==> src/rtl/phy_dly_pkg.sv <==
// Shared constants, address mapping helpers and sequencer state type for the
// byte-lane delay programming path.
package phy_dly_pkg;

  localparam int NUM_DLY_ENTRIES = 19;
  localparam int DLY_ADDR_W      = 5;
  localparam int DLY_W           = 8;
  localparam int DLY_IDX_W       = 5;

  typedef enum logic [1:0] {
    ST_IDLE,
    ST_LOAD,
    ST_SET
  } seq_state_e;

  // Addresses 0..9 are output delays, 16..24 are input delays; 10..15 and
  // 25..31 are holes in the map.
  function automatic logic addr_valid(input logic [DLY_ADDR_W-1:0] addr);
    return (addr <= 5'd9) || ((addr >= 5'd16) && (addr <= 5'd24));
  endfunction

  // Compacts the sparse address map into a dense 0..18 entry index.
  function automatic logic [DLY_IDX_W-1:0] addr2idx(input logic [DLY_ADDR_W-1:0] addr);
    return (addr <= 5'd9) ? addr : (addr - 5'd6);
  endfunction

  // Expands a dense entry index back to the lane-side delay address.
  function automatic logic [DLY_ADDR_W-1:0] idx2addr(input logic [DLY_IDX_W-1:0] idx);
    return (idx <= 5'd9) ? idx : (idx + 5'd6);
  endfunction

endpackage

==> src/rtl/dly_shadow_ram.sv <==
// Per-lane shadow copy of every delay entry with a dirty bit per entry.
// Host writes always beat a same-cycle dirty clear from the sequencer.
module dly_shadow_ram
  import phy_dly_pkg::*;
#(
  parameter int NUM_LANES = 2
) (
  input  logic                         clk_div_i,
  input  logic                         rst_n_i,
  input  logic                         wr_en_i,
  input  logic [2:0]                   wr_lane_i,
  input  logic [DLY_IDX_W-1:0]         wr_idx_i,
  input  logic [DLY_W-1:0]             wr_data_i,
  input  logic [2:0]                   rd_lane_i,
  input  logic [DLY_IDX_W-1:0]         rd_idx_i,
  output logic [DLY_W-1:0]             rd_data_o,
  input  logic [DLY_IDX_W-1:0]         seq_idx_i,
  output logic [DLY_W*NUM_LANES-1:0]   seq_data_o,
  output logic [NUM_LANES-1:0]         seq_dirty_o,
  input  logic                         clr_en_i,
  input  logic [NUM_LANES-1:0]         clr_mask_i
);

  logic [DLY_W-1:0]           entry_q [NUM_LANES][NUM_DLY_ENTRIES];
  logic [NUM_DLY_ENTRIES-1:0] dirty_q [NUM_LANES];

  // Entry and dirty storage: reset to zero/all-dirty, write has priority over clear.
  always_ff @(posedge clk_div_i or negedge rst_n_i) begin
    if (!rst_n_i) begin
      for (int l = 0; l < NUM_LANES; l++) begin
        dirty_q[l] <= '1;
        for (int e = 0; e < NUM_DLY_ENTRIES; e++) begin
          entry_q[l][e] <= '0;
        end
      end
    end else begin
      for (int l = 0; l < NUM_LANES; l++) begin
        for (int e = 0; e < NUM_DLY_ENTRIES; e++) begin
          if (wr_en_i && (wr_lane_i == 3'(l)) && (wr_idx_i == DLY_IDX_W'(e))) begin
            entry_q[l][e] <= wr_data_i;
            dirty_q[l][e] <= 1'b1;
          end else if (clr_en_i && clr_mask_i[l] && (seq_idx_i == DLY_IDX_W'(e))) begin
            dirty_q[l][e] <= 1'b0;
          end
        end
      end
    end
  end

  // Host readback mux; out-of-range lane or index reads as zero.
  always_comb begin
    rd_data_o = '0;
    for (int l = 0; l < NUM_LANES; l++) begin
      for (int e = 0; e < NUM_DLY_ENTRIES; e++) begin
        if ((rd_lane_i == 3'(l)) && (rd_idx_i == DLY_IDX_W'(e))) begin
          rd_data_o = entry_q[l][e];
        end
      end
    end
  end

  // Sequencer read port: one index across all lanes at once.
  always_comb begin
    seq_data_o  = '0;
    seq_dirty_o = '0;
    for (int l = 0; l < NUM_LANES; l++) begin
      for (int e = 0; e < NUM_DLY_ENTRIES; e++) begin
        if (seq_idx_i == DLY_IDX_W'(e)) begin
          seq_data_o[l*DLY_W +: DLY_W] = entry_q[l][e];
          seq_dirty_o[l]               = dirty_q[l][e];
        end
      end
    end
  end

endmodule

==> src/rtl/byte_lane_dly_seq.sv <==
// Delay-programming sequencer: shadows per-lane delay values and, on commit,
// walks every entry issuing per-lane load strobes followed by one set strobe.
module byte_lane_dly_seq
  import phy_dly_pkg::*;
#(
  parameter int NUM_LANES = 2
) (
  input  logic                         clk_div_i,
  input  logic                         rst_n_i,
  input  logic                         wr_en_i,
  input  logic [2:0]                   wr_lane_i,
  input  logic [DLY_ADDR_W-1:0]        wr_addr_i,
  input  logic [DLY_W-1:0]             wr_data_i,
  output logic                         wr_err_o,
  input  logic [2:0]                   rd_lane_i,
  input  logic [DLY_ADDR_W-1:0]        rd_addr_i,
  output logic [DLY_W-1:0]             rd_data_o,
  input  logic                         commit_i,
  input  logic                         force_all_i,
  output logic                         busy_o,
  output logic                         done_o,
  output logic [DLY_ADDR_W-1:0]        dly_addr_o,
  output logic [DLY_W*NUM_LANES-1:0]   dly_data_o,
  output logic [NUM_LANES-1:0]         ld_delay_o,
  output logic                         set_o
);

  seq_state_e                 state_q, state_d;
  logic [DLY_IDX_W-1:0]       idx_q, idx_d;
  logic                       force_q, force_d;
  logic                       pending_q, pending_d;
  logic                       busy_q, busy_d;
  logic                       done_q, done_d;
  logic                       set_q, set_d;
  logic                       wr_err_q, wr_err_d;
  logic [DLY_ADDR_W-1:0]      dly_addr_q, dly_addr_d;
  logic [DLY_W*NUM_LANES-1:0] dly_data_q, dly_data_d;
  logic [NUM_LANES-1:0]       ld_q, ld_d;

  logic                       laneOk;
  logic                       wrValid;
  logic                       clrEn;
  logic [DLY_W-1:0]           ramRdData;
  logic [DLY_W*NUM_LANES-1:0] seqData;
  logic [NUM_LANES-1:0]       seqDirty;

  assign laneOk   = ({29'd0, wr_lane_i} < 32'(NUM_LANES));
  assign wrValid  = wr_en_i && laneOk && addr_valid(wr_addr_i);
  assign wr_err_d = wr_en_i && !wrValid;
  assign clrEn    = (state_d == ST_LOAD);

  // The RAM is read at the index about to be presented, so the output
  // registers capture it on the same edge that clears its dirty bits.
  dly_shadow_ram #(
    .NUM_LANES (NUM_LANES)
  ) u_shadow (
    .clk_div_i   (clk_div_i),
    .rst_n_i     (rst_n_i),
    .wr_en_i     (wrValid),
    .wr_lane_i   (wr_lane_i),
    .wr_idx_i    (addr2idx(wr_addr_i)),
    .wr_data_i   (wr_data_i),
    .rd_lane_i   (rd_lane_i),
    .rd_idx_i    (addr2idx(rd_addr_i)),
    .rd_data_o   (ramRdData),
    .seq_idx_i   (idx_d),
    .seq_data_o  (seqData),
    .seq_dirty_o (seqDirty),
    .clr_en_i    (clrEn),
    .clr_mask_i  (ld_d)
  );

  assign rd_data_o = addr_valid(rd_addr_i) ? ramRdData : '0;

  // Next-state logic: IDLE accepts a commit or a pending one, LOAD walks 19 indices, SET is one cycle.
  always_comb begin
    state_d   = state_q;
    idx_d     = '0;
    force_d   = force_q;
    pending_d = pending_q;
    case (state_q)
      ST_IDLE: begin
        if (commit_i || pending_q) begin
          state_d   = ST_LOAD;
          force_d   = force_all_i;
          pending_d = 1'b0;
        end
      end
      ST_LOAD: begin
        pending_d = pending_q | commit_i;
        if (idx_q == DLY_IDX_W'(NUM_DLY_ENTRIES - 1)) begin
          state_d = ST_SET;
        end else begin
          idx_d = idx_q + DLY_IDX_W'(1);
        end
      end
      ST_SET: begin
        pending_d = pending_q | commit_i;
        state_d   = ST_IDLE;
      end
      default: state_d = ST_IDLE;
    endcase
  end

  // Output values for the cycle after the next edge, derived from the next state.
  always_comb begin
    busy_d     = (state_d != ST_IDLE);
    done_d     = (state_q == ST_SET);
    set_d      = (state_d == ST_SET);
    dly_addr_d = '0;
    dly_data_d = '0;
    ld_d       = '0;
    if (state_d == ST_LOAD) begin
      dly_addr_d = idx2addr(idx_d);
      dly_data_d = seqData;
      ld_d       = seqDirty | {NUM_LANES{force_d}};
    end
  end

  // Sequencer state, index, latches and registered outputs; reset aborts any pass.
  always_ff @(posedge clk_div_i or negedge rst_n_i) begin
    if (!rst_n_i) begin
      state_q    <= ST_IDLE;
      idx_q      <= '0;
      force_q    <= 1'b0;
      pending_q  <= 1'b0;
      busy_q     <= 1'b0;
      done_q     <= 1'b0;
      set_q      <= 1'b0;
      wr_err_q   <= 1'b0;
      dly_addr_q <= '0;
      dly_data_q <= '0;
      ld_q       <= '0;
    end else begin
      state_q    <= state_d;
      idx_q      <= idx_d;
      force_q    <= force_d;
      pending_q  <= pending_d;
      busy_q     <= busy_d;
      done_q     <= done_d;
      set_q      <= set_d;
      wr_err_q   <= wr_err_d;
      dly_addr_q <= dly_addr_d;
      dly_data_q <= dly_data_d;
      ld_q       <= ld_d;
    end
  end

  assign busy_o     = busy_q;
  assign done_o     = done_q;
  assign set_o      = set_q;
  assign wr_err_o   = wr_err_q;
  assign dly_addr_o = dly_addr_q;
  assign dly_data_o = dly_data_q;
  assign ld_delay_o = ld_q;

endmodule

==> config.mk <==
export PLATFORM = sky130hd
export DESIGN_NAME = byte_lane_dly_seq
export DESIGN_NICKNAME = d
export VERILOG_FILES = /design/src/rtl/phy_dly_pkg.sv /design/src/rtl/dly_shadow_ram.sv /design/src/rtl/byte_lane_dly_seq.sv
export SDC_FILE = /design/constraint.sdc
export NUM_CORES = 1
export LEC_CHECK = 0
export CAP_MARGIN = 15
export CELL_PAD_IN_SITES_DETAIL_PLACEMENT = 0
export CELL_PAD_IN_SITES_GLOBAL_PLACEMENT = 2
export CORE_MARGIN = 1.5
export CORE_UTILIZATION = 30
export DETAILED_ROUTE_END_ITERATION = 7
export GPL_ROUTABILITY_DRIVEN = 1
export GPL_TIMING_DRIVEN = 1
export PLACE_DENSITY_LB_ADDON = 0.1
export RECOVER_POWER = 100
export SYNTH_ARGS = -nofsm -noshare
export SYNTH_HDL_FRONTEND = slang
export SYNTH_SLANG_ARGS = --single-unit
==> constraint.sdc <==
create_clock -name clk_div_i -period 3.1 [get_ports clk_div_i]
set_input_delay 0.31 -clock clk_div_i [delete_from_list [all_inputs] [get_ports clk_div_i]]
set_output_delay 0.31 -clock clk_div_i [all_outputs]
set_load 0.05 [all_outputs]
======== After elaboration in Yosys (flattened, before gate mapping) ========
Index checks and enable logic that the tools add are counted.
word-level totals
  register bits after elaboration ......... 378
  output and inout port bits .............. 35
cells by class
  equal/unequal tests ..................... 62
  reduce and logical (&&, ||, !) cells .... 175
  bitwise gates (word level) .............. 2
  multiplexer cells ....................... 206
  add/sub/neg operators ................... 4
  order comparisons ....................... 8
operator list
  cell                                                                    count
  8-bit 2-to-1 mux                                                        77
  1-bit logical AND                                                       123
  5-bit by 4-bit equality test with 1-bit output (second input constant)  24
  1-bit 2-to-1 mux                                                        117
  2-bit nonzero test                                                      40
  5-bit by 3-bit equality test with 1-bit output (second input constant)  12
  5-bit equality test (second input constant)                             10
  5-bit by 2-bit equality test with 1-bit output (second input constant)  6
  5-bit 2-to-1 mux                                                        6
  16-bit 2-to-1 mux                                                       1
  5-bit by 1-bit equality test with 1-bit output (second input constant)  3
  5-bit by 4-bit <= comparator with 1-bit output (second input constant)  3
  5-bit logical NOT                                                       3
  5-bit greater-or-equal comparator (second input constant)               2
  5-bit <= comparator (second input constant)                             2
  5-bit by 3-bit subtractor with 5-bit output (second input constant)     2
  3-bit by 1-bit equality test with 1-bit output (second input constant)  2
  3-bit logical NOT                                                       2
  2-bit 2-to-1 mux                                                        3
  5-bit by 1-bit adder with 5-bit output (second input constant)          1
  5-bit by 3-bit adder with 5-bit output (second input constant)          1
  2-bit by 1-bit equality test with 1-bit output (second input constant)  2
  2-bit equality test (second input constant)                             2
  2-bit one-hot mux with 2 select lines                                   1
  10 further kinds                                                        12

======== Logic depth before layout (Yosys ltp) ========
Gate-level depths: netlist (run 1).
  depth in word-level cells ............... 43
  gate-level depth with buffers ........... 16
  mapped depth without buffers ............ 12

======== Cells and area by module ========
From an unflattened synthesis (run 1), not the netlist that was laid out.
second synthesis, totals
  cells, all modules ...................... 1947
  area, all modules ....................... 20563.5 sq um
by module, submodules not included
  module             cells each  times used  area each (sq um)  sequential area each (sq um)
  dly_shadow_ram     1788        1           18764.2            8605.8
  byte_lane_dly_seq  159         1           1799.2             900.9

======== Worst setup path before layout (run 1) ========
Ideal clock, no wire load.
  path type ............................... input to output
  start ................................... in rd_addr_i[1]
  end ..................................... out rd_data_o[6]
  stages on the path ...................... 14
  path slack .............................. -1011 ps
  arrival ................................. 3801 ps
  required time ........................... 2790 ps
  buffers on the path ..................... 3
  cells stage by stage .................... buf_2 > buf_2 > inv_1 > ha_1 > nand2b_1 > buf_6 > a21o_1 > mux2i_4 > nor3_1 > nor2_1 > o221ai_1 > a2111oi_0 > a211oi_1 > nor3_1
between the ends
  cells in the longest elaborated chain, start to end .. 43
  elaborated cells on any way between the ends .. 103
RTL lines
  what                                                                                                           line                                  RTL
  from (decl)                                                                                                    byte_lane_dly_seq.sv:16               input logic [DLY_ADDR_W-1:0] rd_addr_i,
  5-bit by 3-bit subtractor with 5-bit output or 5-bit by 4-bit <= comparator with 1-bit output (tied branches)  phy_dly_pkg.sv:24, phy_dly_pkg.sv:19
  5-bit 2-to-1 mux                                                                                               phy_dly_pkg.sv:24                     return (addr <= 5'd9) ? addr : (addr - 5'd6);
  5-bit logical NOT                                                                                              dly_shadow_ram.sv:55                  if ((rd_lane_i == 3'(l)) && (rd_idx_i == DLY_IDX_W'(e))) begin
  1-bit logical AND                                                                                              dly_shadow_ram.sv:55
  8-bit 2-to-1 mux (38 in a row)                                                                                 dly_shadow_ram.sv:55
  8-bit 2-to-1 mux *                                                                                             byte_lane_dly_seq.sv:73               assign rd_data_o = addr_valid(rd_addr_i) ? ramRdData : '0;
  to (decl)                                                                                                      byte_lane_dly_seq.sv:17               output logic [DLY_W-1:0] rd_data_o,
Mark *: on every way between the ends. The rest lies on a longest branch, timed or not.

======== Worst setup path in the final report (run 1) ========
  start ................................... in rd_addr_i[1]
  end ..................................... out rd_data_o[7]
The elaborated chain is that of the path after synthesis.

==> results of run 1 <==
==> layer usage <==
metal / track usage (%) / up-vias / wire length (µm)
li1: - / 8947 / -
met1: 38.96 / 10850 / 46260
met2: 52.53 / 776 / 54010
met3: 3.043 / 259 / 5017
met4: 15.85 / 0 / 6693
met5: 0 / - / 0
==> registers in the layout (all words and copies together), names as in the netlist <==
register and count:
u_shadow.entry_q 304, u_shadow.dirty_q 38, done_o 1, wr_err_o 1, state_q 2, busy_o 1, set_o 1, dly_addr_o 5
force_q 1, ld_delay_o 2, dly_data_o 16, pending_q 1, idx_q 5
==> power breakdown <==
| part | internal, mW | leakage [nW] | switching (mW) | total [mW] |
|---|---|---|---|---|
| sequential | 5.40 | 5.07 | 0.418 | 5.82 |
| clock | 3.97 | 0.869 | 2.37 | 6.33 |
| combinational | 3.50 | 8.80 | 4.41 | 7.91 |
| total | 12.9 | 14.7 | 7.19 | 20.1 |
==> cell usage in the layout, fill, tap and decap left out, types with 20 or more instances in the layout <==
master and n:
o21ai_2 23, a222oi_1 25, o21ai_0 78, o22ai_1 35, o21ai_1 21, dlygate4sd3_1 29, nand2b_1 21, nor2_1 108
a22oi_1 67, buf_6 87, nand2_1 133, nand3_1 40, dfrtp_1 338, mux2_2 300, clkbuf_16 51, inv_1 22
a21oi_1 55, buf_12 85, nor3_2 21, buf_4 461, o221ai_1 22, dfstp_2 38, clkdlybuf4s50_1 20
==> what timing repair did <==
item | CTS | global route
setup buffers | 90 | 68
resized for setup | 277 | 270
hold buffers | 1 | 0
hold endpoints to repair | 56 | 0
pin swaps | 85 | 119
gates cloned | 5 | 2
setup endpoints to repair | 62 | 59
==> per-stage QoR <==
stage	worst slack, ns	utilization [%]	total power, mW	hold slack [ns]
2_1_floorplan	-0.1042	-	8.189	0.01441
3_3_place_gp	-1.493	39.81	11.72	0.2207
3_5_place_dp	-1.450	39.81	11.71	0.2195
4_1_cts	-0.5410	45.28	19.33	0.1914
5_1_grt	-0.6146	47.22	20.73	0.3368
6_report	-0.5704	47.22	20.06	0.3443
==> area by class of cell <==
cell class                      count  area (µm²)  area share, %
Clock inverter                     24       396.6          1.220
Multi-Input combinational cell   1441       12770          39.29
Inverter                           29       142.6         0.4389
Clock buffer                       65        1386          4.266
Sequential cell                   378        9509          29.26
Antenna cell                        1       2.502       0.007700
Timing Repair Buffer              731        7127          21.93
Tap cell                          931        1165          3.584
==> how the worst min path moves through the flow <==
stage,start,end,slack (ns),cells past startpoint
after floorplan,rst_n_i,busy_o,0.01,0
after global placement,rst_n_i,u_shadow.entry_q[16],0.22,1
after detailed placement,rst_n_i,u_shadow.entry_q[16],0.22,1
after CTS,rst_n_i,u_shadow.entry_q[16],0.19,2
after global routing,wr_en_i,wr_err_o,0.34,2
final,wr_en_i,wr_err_o,0.34,2
==> cell families after synthesis <==
kind of cell / share of synthesized area, %
flops: 45.43
buf+inv: 3.569
fa+ha+maj: 0.6576
xor+xnor: 0.2512
simple gates: 12.61
compound gates: 20.28
mux: 17.21
==> metrics, run 1 <==
Post-synth EDFFs 0; Core Area 68830 µm²; Die Height 267.1 µm; Avg Vias per Cell 5.788; routed vias 20840; clk sinks 378; routed len/inst 31.11 µm; Worst-Skew Late Latency 0.60 ns; vias in the first global route 21210; Max-slew headroom -50.52%; worst path arrival time 3.36 ns; Buffers on Ports 63; Avg Cell Area, Syn 10.55 µm²; initial antenna violation count 3; CP startpoint kind primary input; Yosys top cell by area dfrtp_1; status complete, but fails checks; FP Rows 96; worst setup path endpoint rd_data_o[7]; RSZ-0062 raised after global routing true; clk buf depth 3; failing checks max-capacitance violations, max-slew violations, negative setup slack; Finished Layout Cells 3600; Routed Antenna Nets 0; first drt pass iteration count 7; global-route wire length before repair 157000 µm; CP Depth 15; Clock Skew 0.01478 ns; worst-path cell chain buf_8 > inv_6 > ha_4 > buf_4 > buf_4 > nand2b_4 > a21o_4 > mux2_4 > buf_4 > and3_4 > a222oi_1 > o21ai_2 > a211o_1 > a211o_4 > buf_8; # H-tree levels 2; CTS root buffer clkbuf_16; # nets final 2669; layout cell share with drive strength beyond 1 53.71%; Final Hold Fails 0; CP delay by family, top compound AO/OA/AOI/OAI gates; worst vdd ir 0.0004273 V; setup ws final -0.5704 ns; pin count of the biggest net entering global routing 108; RR Startpoint idx_q[0]; Die W 267.1 µm; # IOs 64; DRC viols 0; Fillers 6419; PwrDens 617.4 nW/µm²; most frequent CP cell buf_4; Initial Util 30.41%; Die ar. 71350 µm²; Synth Warn # 0; Post-Syn Area 20930 µm²; slowest CP cell a211o_1; final slew viol count 38; DP Cell Count 3375; RePlAce Congestion 1.009; reg-to-reg slack, setup -0.30 ns; top cell type's share of synthesized area 40.66%; slowest stage delay, CP 0.39 ns; CTS tree yes; most common cell in the netlist dfrtp_1; synth top area cells dfrtp_1, mux2_2, dfstp_2, o21ai_0, a22oi_1; clk slew on worst S/H paths 0.06 ns; Worst Reg-to-Reg Cells 16; Crit Path Category in -> out; Final setup viols 57; fin crit period 3.670 ns; Worst Tran Pin Value 2.258 ns; Starting DRT DRC Count 1866; crit path capture type output pin; Hold WC Path Type in -> reg; GR Util All Layers 30.92%; sequential-to-total area share from yosys stat 45.43%; max-cap violations 1; fmax 272.4 MHz; critical path startpoint rd_addr_i[1]; leakage 14.74 nW; Seq cells post-synth 378; reg-to-reg endpoint u_shadow.dirty_q[5]; P&R area growth vs syn 55.29%; TNS Setup -11.83 ns; DP Area 27400 µm²; Yosys cell types 98; Worst Path Max Fanout 8; Mapped Cells 1984; ratio of final minimum period to clock period 118.4%; final instance area 32500 µm²; CTS buffer count 48; ys async rst share 100.0%; Bufs and invs on worst path 6; worst path required time 2.79 ns; total gr overflow 0; drt total wl 112000 µm; DP Wirelength 82520 µm; ys flop type dfrtp_1; commonest cells in the netlist dfrtp_1, mux2_2, nand2_1; Syn Nets 2024
(Power assumes the default switching activity.)
==> inputs of run 2 (changes only) <==
- CTS_BUF_LIST: default -> sky130_fd_sc_hd__clkbuf_2 sky130_fd_sc_hd__clkbuf_4 sky130_fd_sc_hd__clkbuf_8
==> metrics, run 2 (synthesis results as in run 1) <==
status complete, but fails checks; failing checks max-capacitance violations, max-slew violations, negative setup slack; hold-critical path endpoint wr_err_o; Logic pwr share 40.4%; met1 usage 38.73%; RSZ-0062 raised after global routing true; commonest non-fill, non-tap cell in the layout buf_4; max reg flops 304; Buffers on Ports 63; RePlAce Congestion 1.009; final slew viol count 38; Finished Layout Cells 3611; Reg with most FFs u_shadow.entry_q; DP Area 27400 µm²; share of power burned in registers 30.5%; Initial Util 30.41%; clk sinks 378; Starting DRT DRC Count 1938; max-cap violations 1; Hold Crit Depth 2; Max-slew headroom -51.14%; clk slew on worst S/H paths 0.06 ns; met2 Use GR 53.32%; ratio of final minimum period to clock period 116.5%; reg-to-reg slack, setup -0.24 ns; Avg Vias per Cell 5.772; GR Util All Layers 31.18%; pin count of the biggest net entering global routing 108; first drt pass iteration count 7; worst path arrival time 3.30 ns; worst path required time 2.79 ns; CTS buffer count 75; Core Area 68830 µm²; layout cell share with drive strength beyond 1 53.19%; fin crit period 3.611 ns; DP Worst Slack -1.450 ns; setup ws final -0.5106 ns; clk buf depth 3; Die Height 267.1 µm; routed vias 20840; Routed Antenna Nets 0; Die W 267.1 µm; # IOs 64; FP Rows 96; CTS root buffer clkbuf_8; Hold Crit Start wr_en_i; Switching Share 37.47%; TNS Setup -10.35 ns; Final Hold Fails 0; worst vdd ir 0.0004266 V; Worst Reg-to-Reg Cells 17; # nets final 2661; fmax 277.0 MHz; Worst Path Max Fanout 11; RR Startpoint idx_q[0]; CP startpoint kind primary input; reg-to-reg endpoint u_shadow.dirty_q[4]; drt total wl 112100 µm; DRC viols 0; total gr overflow 0; Crit Path Category in -> out; global-route wire length before repair 157800 µm; P&R area growth vs syn 50.44%; Fillers 6605; CTS tree yes; busiest grt layer met2; GR met3 Demand/Resource 4.524%; Die ar. 71350 µm²; DP Wirelength 82520 µm; hold slack final 0.2470 ns; Net Sw Power 7.148 mW; Final setup viols 59; commonest non-fill, non-tap cells in the layout buf_4, dfrtp_1, mux2_2; final instance area 31480 µm²; internal power 11.93 mW; Hold WC Path Type in -> reg; routed len/inst 31.06 µm; initial antenna violation count 2; Clk pwr share 29.1%; Clock Skew 0.02379 ns; # H-tree levels 3; Worst Tran Pin Value 2.267 ns; Worst-Skew Late Latency 0.68 ns; vias in the first global route 21330; PwrDens 605.9 nW/µm²; DP Cell Count 3375; leakage 14.31 nW; crit path capture type output pin
[run 2: worst max-delay path, cell delays in order]
cell      delay [ns]
buf_12          0.11
buf_12          0.13
buf_4           0.14
nor4b_4         0.29
and2b_2         0.28
mux2_4          0.33
nand3_4         0.11
o221ai_2        0.16
o32a_1          0.37
and3_1          0.18
a311o_1         0.35
buf_6           0.13
a31oi_4         0.20
buf_6           0.18
[run 2: power groups by stage]
| stage | Combinational, mW | Sequential, mW | Clock [mW] |
|---|---|---|---|
| floorplan | 2.19 | 6.00 | 0 |
| finish | 7.70 | 5.82 | 5.56 |
| CTS | 7.14 | 5.79 | 5.69 |
| detailed placement | 5.87 | 5.84 | 0 |
| global placement | 5.89 | 5.84 | 0 |
| global route | 8.00 | 5.85 | 5.91 |
[run 2: layout make-up]
class | instances | area [µm²] | area share (%)
Antenna cell | 1 | 2.502 | 0.007948
Clock buffer | 121 | 1515 | 4.813
Clock inverter | 14 | 116.4 | 0.3696
Inverter | 29 | 140.1 | 0.4451
Multi-Input combinational cell | 1441 | 12530 | 39.81
Sequential cell | 378 | 9508 | 30.20
Tap cell | 931 | 1165 | 3.700
Timing Repair Buffer | 696 | 6504 | 20.66
[run 2: how the worst max path moves through the flow]
stage | from | to | slack (ns) | cells after the start
after floorplan | rd_addr_i[1] | rd_data_o[1] | -0.10 | 14
after CTS | rd_addr_i[1] | rd_data_o[2] | -0.53 | 14
after global routing | rd_addr_i[1] | rd_data_o[2] | -0.58 | 17
after detailed placement | rd_addr_i[2] | rd_data_o[2] | -1.45 | 14
final | rd_addr_i[1] | rd_data_o[1] | -0.51 | 14
after global placement | rd_addr_i[1] | rd_data_o[2] | -1.49 | 14
[run 2: stage by stage]
stage	utilization (%)	total power, mW
2_1_floorplan	-	8.189
5_1_grt	45.74	19.76
3_5_place_dp	39.81	11.71
6_report	45.74	19.08
3_3_place_gp	39.81	11.72
4_1_cts	44.94	18.61
[run 2: routing by layer]
| layer | share of wire, % | wire length, µm |
|---|---|---|
| met1 | 41 | 46050 |
| met2 | 49 | 54830 |
| met3 | 4.8 | 5382 |
| met4 | 5.2 | 5883 |
| met5 | 0 | 0 |
[run 2: repair_timing]
action                                  CTS  global route
cloned                                    6             0
resized for setup                       266           218
buffers inserted                         83            39
endpoints found under the setup margin   62            59
pin swaps                                80            92
hold buffers                              1             0
endpoints found under the hold margin   227             0
==> inputs of run 3 (changes only) <==
==> constraint.sdc (replaced) <==
create_clock -name clk_div_i -period 3.5 [get_ports clk_div_i]
set_input_delay 0.35 -clock clk_div_i [delete_from_list [all_inputs] [get_ports clk_div_i]]
set_output_delay 0.35 -clock clk_div_i [all_outputs]
set_load 0.005 [all_outputs]
==> metrics, run 3 (synthesis results as in run 1) <==
status complete, but fails checks; failing checks max-capacitance violations, max-slew violations, negative setup slack; RSZ-0062 raised after global routing true; CTS root buffer clkbuf_8; Max-slew headroom -39.72%; fmax 273.8 MHz; Core Area 68830 µm²; first drt pass iteration count 8; Worst-Skew Late Latency 0.71 ns; clk sinks 378; Routed Antenna Nets 0; DP Cell Count 3276; crit path capture type output pin; PwrDens 507.2 nW/µm²; DP Area 25960 µm²; Logic pwr share 32.0%; Storage cell area 9508 µm²; Clock Skew 0.05998 ns; # H-tree levels 3; CP delay by family, top compound AO/OA/AOI/OAI gates; worst path required time 3.15 ns; max-cap violations 1; Net Sw Power 5.289 mW; DRC viols 0; Bufs and invs on worst path 8; Fillers 6778; final slew viol count 72; internal power 9.272 mW; slowest stage delay, CP 0.35 ns; initial antenna violation count 4; Die ar. 71350 µm²; Clk pwr share 32.9%; leakage 13.18 nW; Die Height 267.1 µm; slowest CP cell a222oi_1; global-route wire length before repair 154300 µm; Buffers on Ports 63; CTS tree yes; # nets final 2522; Avg Vias per Cell 5.795; Switching Share 36.32%; total gr overflow 0; share of power burned in registers 35.1%; CTS buffer count 76; Crit Path Category in -> out; Worst Path Max Fanout 5; Final Hold Fails 0; Final setup viols 20; # IOs 64; worst-path cell chain buf_8 > inv_4 > ha_4 > nand2b_4 > buf_6 > a211oi_4 > buf_12 > nor2_4 > buf_6 > buf_12 > a222oi_1 > a21oi_1 > a311oi_2 > a31oi_4 > a2111oi_4 > buf_4 > o21ai_4 > buf_2; ratio of final minimum period to clock period 104.3%; clk buf depth 3; hold slack final 0.2699 ns; final instance area 28710 µm²; Hold WC Path Type in -> reg; worst vdd ir 0.0003232 V; clk slew on worst S/H paths 0.06 ns; Die W 267.1 µm; max reg flops 304; worst path arrival time 3.30 ns; vias in the first global route 20660; fin crit period 3.652 ns; Reg with most FFs u_shadow.entry_q; P&R area growth vs syn 37.18%; commonest non-fill, non-tap cells in the layout buf_4, dfrtp_1, mux2_2; RePlAce Congestion 0.9745; commonest non-fill, non-tap cell in the layout buf_4; GR Util All Layers 30.39%; Design Power 14.56 mW; pin count of the biggest net entering global routing 72; CP startpoint kind primary input; setup ws final -0.1521 ns; routed vias 20110; FP Rows 96; Multi-input gate area 11530 µm²; layout cell share with drive strength beyond 1 44.62%; Finished Layout Cells 3470; routed len/inst 31.29 µm; DP Wirelength 80180 µm; Initial Util 30.41%; Worst Tran Pin Value 2.096 ns; drt total wl 108600 µm; Starting DRT DRC Count 1807
run 3: changes by cell type in the layout (fill, tap and decap cells not counted), moves of 9 or more:
cell,delta
a21oi_1,+9
buf_12,-31
buf_4,-111
buf_6,-32
clkbuf_1,+15
clkbuf_2,+18
nor4_1,+9
o21ai_0,+19
o21ai_2,-13
o31ai_1,+14
o31ai_4,-13
run 3: worst paths after layout:
kind                                         end                  from  cells after the start  slack [ns]
setup / recovery                    rd_data_o[2]          rd_addr_i[1]                     18       -0.15
hold / removal                          wr_err_o               wr_en_i                      2        0.27
setup reg to reg                   dly_data_o[0]              idx_q[0]                     14       -0.07
hold reg to reg             u_shadow.dirty_q[23]  u_shadow.dirty_q[23]                      2        0.47
max in group asynchronous  u_shadow.entry_q[297]               rst_n_i                      4        0.45
min in group asynchronous   u_shadow.entry_q[50]               rst_n_i                      2        0.80
run 3: power groups by stage:
stage / Sequential (mW) / Combinational [mW] / Clock, mW
2_1_floorplan: 5.04 / 1.90 / 0
3_3_place_gp: 5.17 / 4.42 / 0
3_5_place_dp: 5.17 / 4.41 / 0
4_1_cts: 5.11 / 4.61 / 4.90
5_1_grt: 5.15 / 4.89 / 5.10
6_report: 5.12 / 4.66 / 4.78
run 3: cell type report:
type,instances,area share [%]
antenna,2,0.01743
clock buffer,116,5.038
clock inverter,17,0.4358
inverter,29,0.4228
multi-input combinational,1441,40.18
sequential,378,33.12
tap,931,4.058
timing repair buffer,556,16.73
run 3: timing repair:
action                                 CTS  global route
setup endpoints to repair               29            50
pin swaps                               70            48
gates cloned                             5             0
resized for setup                      233            69
setup buffers                           40            20
endpoints found under the hold margin   53             0
hold buffers                             1             0
run 3: stage by stage:
step	util (%)	setup TNS, ns	setup slack (ns)
floorplan	-	0	0.07298
global placement	37.70	-13.79	-2.019
detailed placement	37.71	-12.12	-1.430
CTS	41.69	-0.7347	-0.1824
global route	41.71	-5.757	-0.1923
finish	41.71	-0.9752	-0.1521
run 3: worst register-to-register path: stages (launching register included):
cell	delay (ns)
dfrtp_2	0.39
inv_1	0.08
ha_1	0.35
clkbuf_2	0.16
buf_4	0.20
or3_4	0.42
nor4_2	0.44
buf_12	0.20
buf_4	0.12
a222oi_1	0.07
a21oi_1	0.25
o221ai_1	0.21
buf_4	0.19
a21oi_1	0.29
a21o_1	0.14
run 3: layer usage:
layer / global-route usage (%) / vias to the layer above / wire [µm]
met5: 0 / - / 0
met4: 13.04 / 0 / 5068
met3: 4.055 / 206 / 5851
met2: 51.14 / 801 / 51920
met1: 38.99 / 10480 / 45730
li1: - / 8617 / -
